[src/rtl/keypad_scan_if.sv]
// keypad_scan_if: key report channel between the keypad scanner and the
// clock-setting logic. Build option for the scanner: KEYPAD_AUTOREPEAT_EN.
//
// Handshake: the master raises key_valid with key_code when a report is
// made. The slave accepts it by holding key_ack high on a rising clk edge
// while key_valid is high; key_valid drops on that edge. key_ack while
// key_valid is low is ignored. A new report on the same edge as an ack
// wins: key_valid stays high with the new code.
interface keypad_scan_if;
   logic [3:0] key_code;
   logic       key_valid;
   logic       key_ack;
   logic       key_held;
   logic       overrun;
   logic [1:0] dbg_state;

   modport master (
      output key_code, key_valid, key_held, overrun, dbg_state,
      input  key_ack
   );

   modport slave (
      input  key_code, key_valid, key_held, overrun, dbg_state,
      output key_ack
   );
endinterface

[src/rtl/keypad_scan.sv]
// keypad_scan: 4x4 hex keypad scanner with frame debounce and one key
// report per press over a valid/ack channel.
// Optional feature macro: KEYPAD_AUTOREPEAT_EN (re-report a held key every
// REPEAT_FRAMES frames). Without it exactly one report is made per press.
module keypad_scan #(
   parameter int SCAN_DIV      = 10000,
   parameter int DIV_WIDTH     = 17,
   parameter int DEBOUNCE      = 4,
   parameter int REPEAT_FRAMES = 32
) (
   input  logic        clk,
   input  logic        rst,
   input  logic [3:0]  ROW,
   output logic [3:0]  COL,
   keypad_scan_if.master kp
);

   typedef enum logic [1:0] {
      S_IDLE    = 2'd0,
      S_DEB     = 2'd1,
      S_PRESSED = 2'd2,
      S_REL     = 2'd3
   } state_t;

   localparam int CNT_W = $clog2(DEBOUNCE + 1);
   localparam logic [DIV_WIDTH-1:0] DIV_LAST = DIV_WIDTH'(SCAN_DIV - 1);
   localparam logic [CNT_W-1:0]     DEB_L    = CNT_W'(DEBOUNCE);

   logic [DIV_WIDTH-1:0] r_div;
   logic [1:0]           r_col_idx;
   logic [15:0]          r_frame;
   state_t               r_state;
   logic [3:0]           r_cand;
   logic [CNT_W-1:0]     r_cnt;
   logic [3:0]           r_key_code;
   logic                 r_key_valid;
   logic                 r_overrun;

   logic                 w_tick;
   logic                 w_frame_done;
   logic [15:0]          w_frame_nxt;
   logic [4:0]           w_ones;
   logic [3:0]           w_key;
   logic                 w_none;
   logic                 w_single;
   state_t               w_state_nxt;
   logic [3:0]           w_cand_nxt;
   logic [CNT_W-1:0]     w_cnt_nxt;
   logic [CNT_W-1:0]     w_cnt_inc;
   logic                 w_report;
   logic [3:0]           w_rep_code;

`ifdef KEYPAD_AUTOREPEAT_EN
   localparam int REP_W = $clog2(REPEAT_FRAMES + 1);
   localparam logic [REP_W-1:0] REP_L = REP_W'(REPEAT_FRAMES);
   logic [REP_W-1:0]     r_rep_cnt;
   logic [REP_W-1:0]     w_rep_nxt;
   logic [REP_W-1:0]     w_rep_inc;
   assign w_rep_inc = r_rep_cnt + 1'b1;
`endif

   assign w_tick       = (r_div == DIV_LAST);
   assign w_frame_done = w_tick && (r_col_idx == 2'd3);
   assign w_cnt_inc    = r_cnt + 1'b1;
   assign w_none       = (w_ones == 5'd0);
   assign w_single     = (w_ones == 5'd1);

   // Column drive is decoded from the registered column index only.
   assign COL = ~(4'b0001 << r_col_idx);

   assign kp.key_code  = r_key_code;
   assign kp.key_valid = r_key_valid;
   assign kp.overrun   = r_overrun;
   assign kp.key_held  = (r_state == S_PRESSED) || (r_state == S_REL);
   assign kp.dbg_state = r_state;

   // Slot counter, column rotation and frame capture at each slot end.
   always_ff @(posedge clk or negedge rst) begin
      if (!rst) begin
         r_div     <= '0;
         r_col_idx <= 2'd0;
         r_frame   <= '0;
      end else if (w_tick) begin
         r_div     <= '0;
         r_col_idx <= r_col_idx + 2'd1;
         r_frame   <= w_frame_nxt;
      end else begin
         r_div     <= r_div + 1'b1;
      end
   end

   // Frame as it will look after this slot's sample: the current column's
   // four row bits replaced by the inverted rows (bit index 4*row + col).
   always_comb begin
      w_frame_nxt = r_frame;
      for (int r = 0; r < 4; r++) begin
         w_frame_nxt[{2'(r), r_col_idx}] = ~ROW[r];
      end
   end

   // Count pressed keys in the frame and remember the position of a set bit.
   always_comb begin
      w_ones = '0;
      w_key  = '0;
      for (int i = 0; i < 16; i++) begin
         if (w_frame_nxt[i]) begin
            w_ones = w_ones + 5'd1;
            w_key  = 4'(i);
         end
      end
   end

   // Debounce FSM state registers; they only move on frame completion.
   always_ff @(posedge clk or negedge rst) begin
      if (!rst) begin
         r_state <= S_IDLE;
         r_cand  <= '0;
         r_cnt   <= '0;
      end else begin
         r_state <= w_state_nxt;
         r_cand  <= w_cand_nxt;
         r_cnt   <= w_cnt_nxt;
      end
   end

`ifdef KEYPAD_AUTOREPEAT_EN
   // Frames spent in PRESSED since entry or since the last repeat report.
   always_ff @(posedge clk or negedge rst) begin
      if (!rst) r_rep_cnt <= '0;
      else      r_rep_cnt <= w_rep_nxt;
   end
`endif

   // Debounce FSM next state and report request; MULTI counts as NONE for
   // press detection and as still-pressed while releasing.
   always_comb begin
      w_state_nxt = r_state;
      w_cand_nxt  = r_cand;
      w_cnt_nxt   = r_cnt;
      w_report    = 1'b0;
      w_rep_code  = r_cand;
`ifdef KEYPAD_AUTOREPEAT_EN
      w_rep_nxt   = r_rep_cnt;
`endif
      if (w_frame_done) begin
         case (r_state)
            S_IDLE: begin
               if (w_single) begin
                  w_cand_nxt = w_key;
                  w_cnt_nxt  = CNT_W'(1);
                  if (DEBOUNCE == 1) begin
                     w_state_nxt = S_PRESSED;
                     w_report    = 1'b1;
                     w_rep_code  = w_key;
                  end else begin
                     w_state_nxt = S_DEB;
                  end
               end
            end
            S_DEB: begin
               if (w_single && (w_key == r_cand)) begin
                  w_cnt_nxt = w_cnt_inc;
                  if (w_cnt_inc == DEB_L) begin
                     w_state_nxt = S_PRESSED;
                     w_report    = 1'b1;
                  end
               end else if (w_single) begin
                  w_cand_nxt = w_key;
                  w_cnt_nxt  = CNT_W'(1);
               end else begin
                  w_state_nxt = S_IDLE;
               end
            end
            S_PRESSED: begin
               if (w_none) begin
                  w_cnt_nxt   = CNT_W'(1);
                  w_state_nxt = (DEBOUNCE == 1) ? S_IDLE : S_REL;
               end
`ifdef KEYPAD_AUTOREPEAT_EN
               else if (w_rep_inc == REP_L) begin
                  w_report  = 1'b1;
                  w_rep_nxt = '0;
               end else begin
                  w_rep_nxt = w_rep_inc;
               end
`endif
            end
            S_REL: begin
               if (w_none) begin
                  w_cnt_nxt = w_cnt_inc;
                  if (w_cnt_inc == DEB_L) w_state_nxt = S_IDLE;
               end else begin
                  w_state_nxt = S_PRESSED;
               end
            end
            default: w_state_nxt = S_IDLE;
         endcase
`ifdef KEYPAD_AUTOREPEAT_EN
         if (w_state_nxt != S_PRESSED) w_rep_nxt = '0;
`endif
      end
   end

   // Report channel: a report beats a simultaneous ack; overrun is sticky.
   always_ff @(posedge clk or negedge rst) begin
      if (!rst) begin
         r_key_code  <= '0;
         r_key_valid <= 1'b0;
         r_overrun   <= 1'b0;
      end else if (w_report) begin
         r_key_code  <= w_rep_code;
         r_key_valid <= 1'b1;
         if (r_key_valid && !kp.key_ack) r_overrun <= 1'b1;
      end else if (kp.key_ack && r_key_valid) begin
         r_key_valid <= 1'b0;
      end
   end

endmodule

[src/flat_wrapper.sv]
// flat-port wrapper written by rule: the top's interface ports become plain ports
module keypad_scan_flat 
#(
   parameter int SCAN_DIV      = 10000,
   parameter int DIV_WIDTH     = 17,
   parameter int DEBOUNCE      = 4,
   parameter int REPEAT_FRAMES = 32
)
  (clk, rst, ROW, COL, kp_key_code, kp_key_valid, kp_key_held, kp_overrun, kp_dbg_state, kp_key_ack);
  keypad_scan_if kp_i ();
  input  logic clk;
  input  logic rst;
  input  logic [3:0] ROW;
  output logic [3:0] COL;
  output wire logic [$bits(kp_i.key_code)-1:0] kp_key_code;
  output wire logic [$bits(kp_i.key_valid)-1:0] kp_key_valid;
  output wire logic [$bits(kp_i.key_held)-1:0] kp_key_held;
  output wire logic [$bits(kp_i.overrun)-1:0] kp_overrun;
  output wire logic [$bits(kp_i.dbg_state)-1:0] kp_dbg_state;
  input wire logic [$bits(kp_i.key_ack)-1:0] kp_key_ack;
  assign kp_key_code = kp_i.key_code;
  assign kp_key_valid = kp_i.key_valid;
  assign kp_key_held = kp_i.key_held;
  assign kp_overrun = kp_i.overrun;
  assign kp_dbg_state = kp_i.dbg_state;
  assign kp_i.key_ack = kp_key_ack;
  keypad_scan #(.SCAN_DIV(SCAN_DIV), .DIV_WIDTH(DIV_WIDTH), .DEBOUNCE(DEBOUNCE), .REPEAT_FRAMES(REPEAT_FRAMES)) u_core (.clk(clk), .rst(rst), .ROW(ROW), .COL(COL), .kp(kp_i));
endmodule
[config.mk]
export PLATFORM = sky130hd
export DESIGN_NAME = keypad_scan_flat
export DESIGN_NICKNAME = d
export VERILOG_FILES = /design/src/rtl/keypad_scan_if.sv /design/src/rtl/keypad_scan.sv /design/src/flat_wrapper.sv
export SDC_FILE = /design/constraint.sdc
export NUM_CORES = 1
export LEC_CHECK = 0
export ABC_AREA = 1
export CAP_MARGIN = 10
export CORE_ASPECT_RATIO = 0.75
export CORE_MARGIN = 3
export CORE_UTILIZATION = 60
export DETAILED_ROUTE_END_ITERATION = 8
export PLACE_DENSITY = 0.88
export SYNTH_ARGS = -nofsm -noshare
export SYNTH_HDL_FRONTEND = slang
export SYNTH_SLANG_ARGS = --single-unit
[constraint.sdc]
create_clock -name clk -period 13.8 [get_ports clk]
set_input_delay 2.07 -clock clk [delete_from_list [all_inputs] [get_ports clk]]
set_output_delay 2.07 -clock clk [all_outputs]
set_load 0.03 [all_outputs]
==> summary.txt <==
Placed design
  – Input/output buffers: 19
  – Cell count after placement: between 800 and 900
  – Placement-stage cell area: about 5000 um2
  – Placement Setup Slack: 1310 ps
  – HPWL Detailed: between 7 and 8 mm
  – Final GP Congestion: 0.871

Power and ir drop
  – Maximum VDD drop: 71.5 uV
  – Power Dens Cells: 99.2 nW/um2
  – Internal: roughly 0.27 mW
  – Clock power share: 18.2%
  – Switching Fraction: 45.2%
  – Sequential power share: about 29%
  – Combinational share of power: a little over half
  – Power Total: 0.498 mW
  – Leakage: between 2 and 3 nW
  – NetSw: ~0.22 mW

Setup path
  – Worst Path Required: 13990 ps
  – Slowest stage cell, crit path: clkdlybuf4s50_1
  – Data arrival, critical path: about 12000 ps
  – CP peak stage delay: between 500 and 600 ps
  – R2R depth: 60
  – Reg2reg setup slack: around 3000 ps
  – Worst reg2reg startpoint: u_core.r_col_idx[0]
  – Critical setup path kind: in -> reg
  – Reg-to-reg endpoint: u_core.r_cand[2]
  – Most frequent cell on the critical path: nand2_1
  – Peak fanout along the critical path: 6
  – Crit path launch type: input pin
  – CP endpoint kind: register

Layout
  – Post-route cell area: around 5000 um2
  – Final core area utilization: between 60% and 70%
  – Layout cell share with drive strength beyond 1: about 17%
  – Nets@finish: roughly 740
  – Fill cells: 616
  – Antenna diodes: 0
  – Layout area overhead: 7.88%
  – Finished Layout Cells: ~820

Hold path
  – Hold path depth: 1
  – Hold_sp: u_core.r_div[0]
  – Worst hold path class: reg -> reg
  – Worst-case hold path end point: u_core.r_div[0]

Synthesis
  – Syn Inst Count: 695
  – Mapped Avg Cell Area: around 6.7 um2
  – Syn_nets: 723
  – Post-synth cell types: 43
  – Flip-flop and latch count after synthesis: 50
  – Post-synthesis cell area: roughly 4600 um2
  – YS warnings: 0
  – Sequential area share after synthesis: between 20 and 30%

Timing
  – Final setup viols: 0
  – Fin crit share: around nine tenths
  – RSZ-0062 raised after global routing: no
  – Worst hold-check slack: around 470 ps
  – Final hold violation count: 0
  – Post-route minimum period: around 12000 ps
  – Max Freq: 0.0818 GHz
  – Pins Over Slew Limit: 0
  – Fin Clk Skew: ~13 ps
  – Final setup TNS: 0 ps
  – Worst Setup Slack, final: between 1500 and 2000 ps
  – Slew @ Worst Pin: roughly 1100 ps
  – Slew headroom: between 20% and 30%

Drt
  – DRT Pass-1 Iters: 5
  – Final ANT Viol Nets: 0
  – Vias per inst: around 5.2
  – Final WL: 9.44 mm
  – Drt drc: 0
  – WL/cell: around 12 um
  – DR vias: approximately 4300
  – Number of DRC markers in iteration 0: roughly 260

Die
  – IO Pins: 20
  – Die Span Y: roughly 82 um
  – Core Region: 7430 um2
  – Die area: between 8000 and 9000 um2
  – Starting density of the core: between 60% and 70%
  – Die Span X: 108 um
  – Core Rows: 27

CTS
  – Clk sinks: 50
  – Clk buf depth: 2
  – Clock transition at the registers of the reported paths: about 90 ps
  – CTS root buf: clkbuf_8
  – Number of gates resized after cts: 0
  – TritonCTS clock tree: yes
  – Post-CTS Repair Setup Buffers: 0
  – Number of hold buffers added after CTS: 0
  – CTS Buf Count: 5
  – Clock Latency Late Sink: 320 ps
  – CTS HTree Levels: 2

Global routing
  – Vias in the first global route: 3926
  – Tot GR Track Use: roughly 22%
  – Antenna violations before repair: 0
  – Total gr overflow: 0
  – Largest net degree at the start of global routing: 51
  – First-pass GRT wire length: 16.6 mm

Status
  – Outcome: complete, no violations

Job
  – Max-cap violations: 0
[placed cells by master (no fill, tap or decap), drive strengths merged, types with 7 or more instances in the layout]
cell type and count:
a21oi 10, nand2 242, nand3b 7, nand4 7
or2 9, nand3 82, xor2 11, nor2 53
o21ai 48, clkdlybuf4s50 18, ha 21, nor4 7
inv 123, dfrtp 50
[metal layers]
metal	share of wire (%)	global-route usage, %
met5	0	0
met4	0.90	5.67
met3	3.0	3.34
met2	47	40.1
met1	49	28.9
[area by class of cell]
| class | count | area (um2) | share of cell area [%] |
|---|---|---|---|
| Inverter | 125 | 470 | 9.38 |
| Tap cell | 101 | 126 | 2.52 |
| Multi-Input combinational cell | 511 | 2880 | 57.4 |
| Sequential cell | 50 | 1250 | 24.9 |
| Clock buffer | 5 | 68.8 | 1.37 |
| Clock inverter | 3 | 28.8 | 0.574 |
| Timing Repair Buffer | 20 | 190 | 3.79 |
[worst max-delay path: cells and delay by family]
kind / cells / cell delay, ps
AOI/OAI and AO/OA: 5 / 720
adders and majority gates: 14 / 3830
buffers and inverters: 9 / 1080
and+or+nand+nor: 31 / 4690
[power by group through the flow]
stage	clock network [mW]	registers, mW	logic, mW
after detailed placement	0	0.149	0.259
after CTS	0.0935	0.146	0.261
after global placement	0	0.149	0.249
after global routing	0.0987	0.146	0.296
after floorplan	0	0.149	0.220
final	0.0907	0.146	0.261
[cells by family after synthesis]
family	synth area share, %
AO/OA/AOI/OAI	7.89
flip-flops	26.9
buffers and inverters	11.1
adder cells (fa/ha/maj)	5.65
XOR/XNOR	2.26
AND/OR/NAND/NOR	46.2
[cells in the mapped netlist (all sizes together)]
cell	n	area, um2
a211oi	1	7.51
a21boi	1	7.51
a21oi	10	65.1
a31oi	1	6.26
and2	2	12.5
buf	5	32.5
clkbuf	4	15.0
clkinv	3	12.5
dfrtp	50	1250
ha	21	263
inv	122	458
nand2	242	1070
nand3	82	561
nand3b	7	56.3
nand4	7	73.8
nor2	53	233
nor3	5	36.3
nor4	7	43.8
o211a	1	10.0
o21a	1	7.51
o21ai	48	251
o21bai	1	11.3
or2	9	56.3
xnor2	1	8.76
xor2	11	96.3
[flip-flops by register name, summed over array words and instances, names as in the netlist]
name / count
u_core.r_cnt: 3
u_core.r_col_idx: 2
u_core.kp.key_code: 4
u_core.r_cand: 4
u_core.r_div: 17
u_core.r_frame: 16
u_core.kp.overrun: 1
u_core.kp.key_valid: 1
u_core.kp.dbg_state: 2
[how the worst max path moves through the flow]
stage | from | endpoint | slack [ps]
6_report | ROW[0] | u_core.r_cand[2] | 1570
5_1_grt | ROW[0] | u_core.r_cand[3] | 820
4_1_cts | ROW[0] | u_core.r_cand[3] | 1580
3_5_place_dp | ROW[0] | u_core.kp.dbg_state[1] | 1310
3_3_place_gp | ROW[0] | u_core.kp.key_code[2] | 1700
2_1_floorplan | ROW[0] | u_core.r_cand[2] | 2630
Power figures use the tool's default switching activity.
==> RTL change 1 (same flow settings) <==
`DEBOUNCE` is set to 4 in 2 places; all go to 8.
--- a/src/rtl/keypad_scan.sv
+++ b/src/rtl/keypad_scan.sv
@@ -5,7 +5,7 @@
 module keypad_scan #(
    parameter int SCAN_DIV      = 10000,
    parameter int DIV_WIDTH     = 17,
-   parameter int DEBOUNCE      = 4,
+   parameter int DEBOUNCE      = 8,
    parameter int REPEAT_FRAMES = 32
 ) (
    input  logic        clk,
--- a/src/flat_wrapper.sv
+++ b/src/flat_wrapper.sv
@@ -3,7 +3,7 @@
 #(
    parameter int SCAN_DIV      = 10000,
    parameter int DIV_WIDTH     = 17,
-   parameter int DEBOUNCE      = 4,
+   parameter int DEBOUNCE      = 8,
    parameter int REPEAT_FRAMES = 32
 )
   (clk, rst, ROW, COL, kp_key_code, kp_key_valid, kp_key_held, kp_overrun, kp_dbg_state, kp_key_ack);
Function: no difference found for any inputs over 10 cycles, from zero or initial values and one cycle with rst low; that may be too few to reach the edited logic, so the function may still have changed.
==> RTL change 1 against the unedited design <==
- combinational power shrank 4%
- total power grew 2.7%
- count of clock-buffer cells in the layout grew 1
- sequential cell count increased by 1
- area after synthesis grew 1.6%
- setup slack better by 0.45 ns
- final area increased by 2.3%
- utilization up 0.91 points
- wire length grew 4.4%
- largest power group unchanged
==> RTL change 1: results (changes against the unedited design) <==
- Status: complete, no violations
- Initial antenna violation count: 0 (unchanged)
- Vias in the first global route: 4387 (+12%)
- Worst R2R End: u_core.r_cand[3]$_DFFE_PN0P_
- Area contributors post-synth: dfrtp_1, nand2_1, inv_1
- Net count after synthesis: 761 (+5.3%)
- Slowest stage delay, CP: 0.50 ns (-0.07 ns)
- Filler cells: 643 (+4.4%)
- Top Registers: u_core.r_div x17, u_core.r_frame x16
- Buffer depth of the longest clock path: 2 (unchanged)
- Grt ovf: 0 (unchanged)
- Hold Startpoint: u_core.r_div[0]$_DFF_PN0_
- Synth Warn #: 0 (unchanged)
- Clock Skew: 0.00924 ns (-0.00376 ns)
- HPWL after DPL: 7840 um (+5.0%)
- Gpl congestion: 0.874 (+0.28%)
- Design area: 5130 um2 (+2.3%)
- First-pass GRT wire length: 18000 um (+9.0%)
- XOR/XNOR share of the synthesized area: 2.04% (-0.22 points)
- Adder-Cell Fraction of Synth Area: 5.56% (-0.088 points)
- Starting DRT DRC Count: 230 (-9.8%)
- Leak: 2.88 nW (+6.2%)
- Min-Delay Path Class: register to register
- R2R cell count: 58 (-3.3%)
- Total Routing Usage GR: 23.5% (+1.1 points)
- H-tree depth: 2 (unchanged)
- Largest net degree at the start of global routing: 52 (+2.0%)
- Via-to-Cell Ratio: 5.23 (+0.16%)
- Critical path arrival: 11.97 ns (-0.45 ns)
- Crit-path leading delay family: adder cells
- Number of port buffers: 19 (unchanged)
- Prevailing post-synth register cell: dfrtp_1
- Peak supply drop: 0.0672 mV (-6.1%)
- Most common library cells after synthesis: nand2_1, inv_1, nand3_1, nor2_1, dfrtp_1
- Hold_ws: 0.464 ns (-0.00926 ns)
- Root buf cell: clkbuf_8
- Worst-Skew Late Latency: roughly 0.31 ns
- Sequential area share after synthesis: 27.0% (+0.11 points)
- Placed Area: 4990 um2 (+1.5%)
- FF-to-FF Start: u_core.r_col_idx[1]$_DFFE_PN0N_
- CP max stage cell: clkdlybuf4s50_1
- Mux share of post-synthesis cell area: 0% (unchanged)
- Dpl cells: 846 (+5.0%)
- Diode count: 0 (unchanged)
- Mean Syn Cell Area: 6.44 um2 (-3.7%)
- Async SR Flop Fraction: 100% (unchanged)
- Final WL: 9860 um (+4.4%)
- Detail Route Antenna Nets: 0 (unchanged)
- Fin cells: 855 (+4.9%)
- Share of cells above drive strength 1: 13.5% (-3.7 points)
- Reg-to-reg setup timing slack: 3.35 ns (+0.36 ns)
- WHS Path Cells: 1 (unchanged)
- Compound-cell area share of the yosys netlist: 8.32% (+0.43 points)
- Worst rel slew slack: 54.4% (+27 points)
- Cts repair resizes: 0 (unchanged)
- Total Nets Final: 781 (+5.4%)
- Worst hold endpoint: u_core.r_div[0]$_DFF_PN0_
- Crit-path max FO: 8 (+2)
- Netlist cell types: 43 (unchanged)
- Reg clk slew, reported paths: ~0.10 ns
-- RTL change 1: worst max path at each step --
stage | from | to | cells past startpoint
after floorplan | ROW[0] | u_core.kp.key_code[0]$_DFFE_PN0P_ | 55
after global placement | ROW[0] | u_core.r_cand[2]$_DFFE_PN0P_ | 56
after detailed placement | ROW[0] | u_core.r_cand[3]$_DFFE_PN0P_ | 56
after CTS | ROW[0] | u_core.r_cand[3]$_DFFE_PN0P_ | 56
after global routing | ROW[0] | u_core.r_cand[0]$_DFFE_PN0P_ | 56
final | ROW[0] | u_core.r_cand[3]$_DFFE_PN0P_ | 56
-- RTL change 1: routing by layer --
metal | track usage (%) | part of all wire, % | wire length (um) | vias to the layer above
li1 | - | - | - | 2323
met1 | 30.3 | 47 | 4620 | 2041
met2 | 41.0 | 48 | 4710 | 98
met3 | 2.64 | 4.0 | 390 | 12
met4 | 7.34 | 1.3 | 132 | 0
met5 | 0 | 0 | 0 | -
-- RTL change 1: layout make-up --
| cell class | count | area share, % |
|---|---|---|
| Multi-Input combinational cell | 528 | 55.4 |
| Sequential cell | 51 | 24.9 |
| Inverter | 146 | 10.7 |
| Timing Repair Buffer | 21 | 4.15 |
| Tap cell | 101 | 2.46 |
| Clock buffer | 6 | 1.61 |
| Clock inverter | 2 | 0.756 |
-- RTL change 1: per-stage QoR --
stage               power (mW)  worst slack, ns
floorplan                0.358             3.11
global placement         0.388             2.28
detailed placement       0.400             1.76
CTS                      0.511             2.07
global route             0.555             1.37
finish                   0.511             2.02
-- RTL change 1: where the power goes --
part | internal [mW] | total (mW) | switching [mW]
Combinational | 0.0866 | 0.251 | 0.164
Sequential | 0.149 | 0.149 | 0
Clock | 0.0597 | 0.111 | 0.0512
==> RTL change 2 (same flow settings) <==
Made on the original files. Add a define of `KEYPAD_AUTOREPEAT_EN`.
--- a/src/rtl/keypad_scan.sv
+++ b/src/rtl/keypad_scan.sv
@@ -2,6 +2,8 @@
 // report per press over a valid/ack channel.
 // Optional feature macro: KEYPAD_AUTOREPEAT_EN (re-report a held key every
 // REPEAT_FRAMES frames). Without it exactly one report is made per press.
+`define KEYPAD_AUTOREPEAT_EN
+
 module keypad_scan #(
    parameter int SCAN_DIV      = 10000,
    parameter int DIV_WIDTH     = 17,
Behaviour: no difference found for any inputs over 10 cycles, from zero or initial values and one cycle with rst low; that may be too few to reach the edited logic, so the function may still have changed.
==> RTL change 2 against the unedited design <==
- total power grew 14%
- wire length grew 18%
- sequential cell count grew 6
- setup slack gained 1.1 ns
- final area grew 11%
- area after synthesis grew 9.8%
- utilization grew 1.4 points
- count of clock-buffer cells in the layout grew 1
- critical endpoint is now u_core.kp.key_code[1]$_DFFE_PN0P_
- largest cell class unchanged
- largest power group unchanged
==> RTL change 2: results (changes against the unedited design) <==
- Status: complete, no violations
- Starting DRT DRC Count: 318 (+25%)
- Share of cells above drive strength 1: 12.5% (-4.7 points)
- Reg-to-reg setup timing slack: 4.08 ns (+1.09 ns)
- Worst-Skew Late Latency: 0.30 ns (-0.02 ns)
- Hold_ws: 0.463 ns (-0.0102 ns)
- Compound-cell area share of the yosys netlist: 8.72% (+0.84 points)
- XOR/XNOR share of the synthesized area: 2.23% (-0.031 points)
- Worst R2R End: u_core.kp.key_code[1]$_DFFE_PN0P_
- Gpl congestion: 0.911 (+4.5%)
- Vias in the first global route: 4549 (+16%)
- Total Nets Final: 839 (+13%)
- First-pass GRT wire length: 19700 um (+19%)
- Leak: 3.11 nW (+14%)
- Root buf cell: clkbuf_16
- Clock Skew: 0.00686 ns (-0.00615 ns)
- Filler cells: 656 (+6.5%)
- R2R cell count: 57 (-5.0%)
- Multi-input logic area: 3170 um2 (+9.9%)
- Area contributors post-synth: dfrtp_1, nand2_1, inv_1
- Dpl cells: 903 (+12%)
- Fin cells: 911 (+12%)
- Worst rel slew slack: 53.0% (+26 points)
- Adder-Cell Fraction of Synth Area: 6.62% (+0.96 points)
- Peak supply drop: 0.105 mV (+47%)
- Wire length per cell: 12.2 um (+5.4%)
- Placed Area: 5410 um2 (+10%)
- Largest net degree at the start of global routing: 57 (+12%)
- Reg clk slew, reported paths: 0.07 ns (-0.02 ns)
- Top Registers: u_core.r_div x17, u_core.r_frame x16, u_core.r_rep_cnt x6
- Net count after synthesis: 817 (+13%)
- Sequential area share after synthesis: 27.4% (+0.53 points)
- Mean Syn Cell Area: 6.52 um2 (-2.5%)
- Critical path arrival: 11.32 ns (-1.10 ns)
## RTL change 2: cell families after synthesis
| logic type | after synthesis |
|---|---|
| AND/OR/NAND/NOR | 473 |
| buffers and inverters | 142 |
| AO/OA/AOI/OAI | 72 |
| flip-flops | 56 |
| adder cells (fa/ha/maj) | 27 |
| XOR/XNOR | 13 |
## RTL change 2: power by group
group          leakage (nW)  internal [mW]          switching [mW]
Sequential            0.669          0.164  0.00000000000000000349
Combinational          2.36         0.0926                   0.165
Clock                0.0815         0.0865                  0.0595
Total                  3.11          0.343                   0.225
## RTL change 2: worst max-delay path by stage
stage	slack (ns)	startpoint	cells after the start	endpoint
5_1_grt	1.89	ROW[0]	54	u_core.r_cand[3]$_DFFE_PN0P_
6_report	2.67	ROW[0]	56	u_core.kp.key_code[1]$_DFFE_PN0P_
4_1_cts	2.69	ROW[0]	56	u_core.kp.key_code[1]$_DFFE_PN0P_
3_3_place_gp	2.84	ROW[0]	56	u_core.kp.key_code[0]$_DFFE_PN0P_
3_5_place_dp	2.38	ROW[0]	56	u_core.kp.key_code[1]$_DFFE_PN0P_
2_1_floorplan	3.70	ROW[0]	55	u_core.kp.key_code[0]$_DFFE_PN0P_
## RTL change 2: final cells by class
type                            instances  area share (%)
Multi-Input combinational cell        585            56.8
Sequential cell                        56            25.1
Inverter                              136            9.15
Timing Repair Buffer                   21            3.59
Tap cell                              105            2.36
Clock buffer                            6            2.31
Clock inverter                          2           0.696
## RTL change 2: per-stage QoR
step,power [mW],setup WS (ns)
2_1_floorplan,0.385,3.70
3_3_place_gp,0.416,2.84
3_5_place_dp,0.426,2.38
4_1_cts,0.571,2.69
5_1_grt,0.617,1.89
6_report,0.568,2.67
## RTL change 2: per-layer routing
layer	track usage, %	part of all wire (%)	routed length (um)	up-vias
met5	0	0	0	-
met4	6.11	1.8	195	0
met3	3.88	4.5	496	23
met2	41.4	47	5190	110
met1	32.7	47	5230	2235
li1	-	-	-	2508
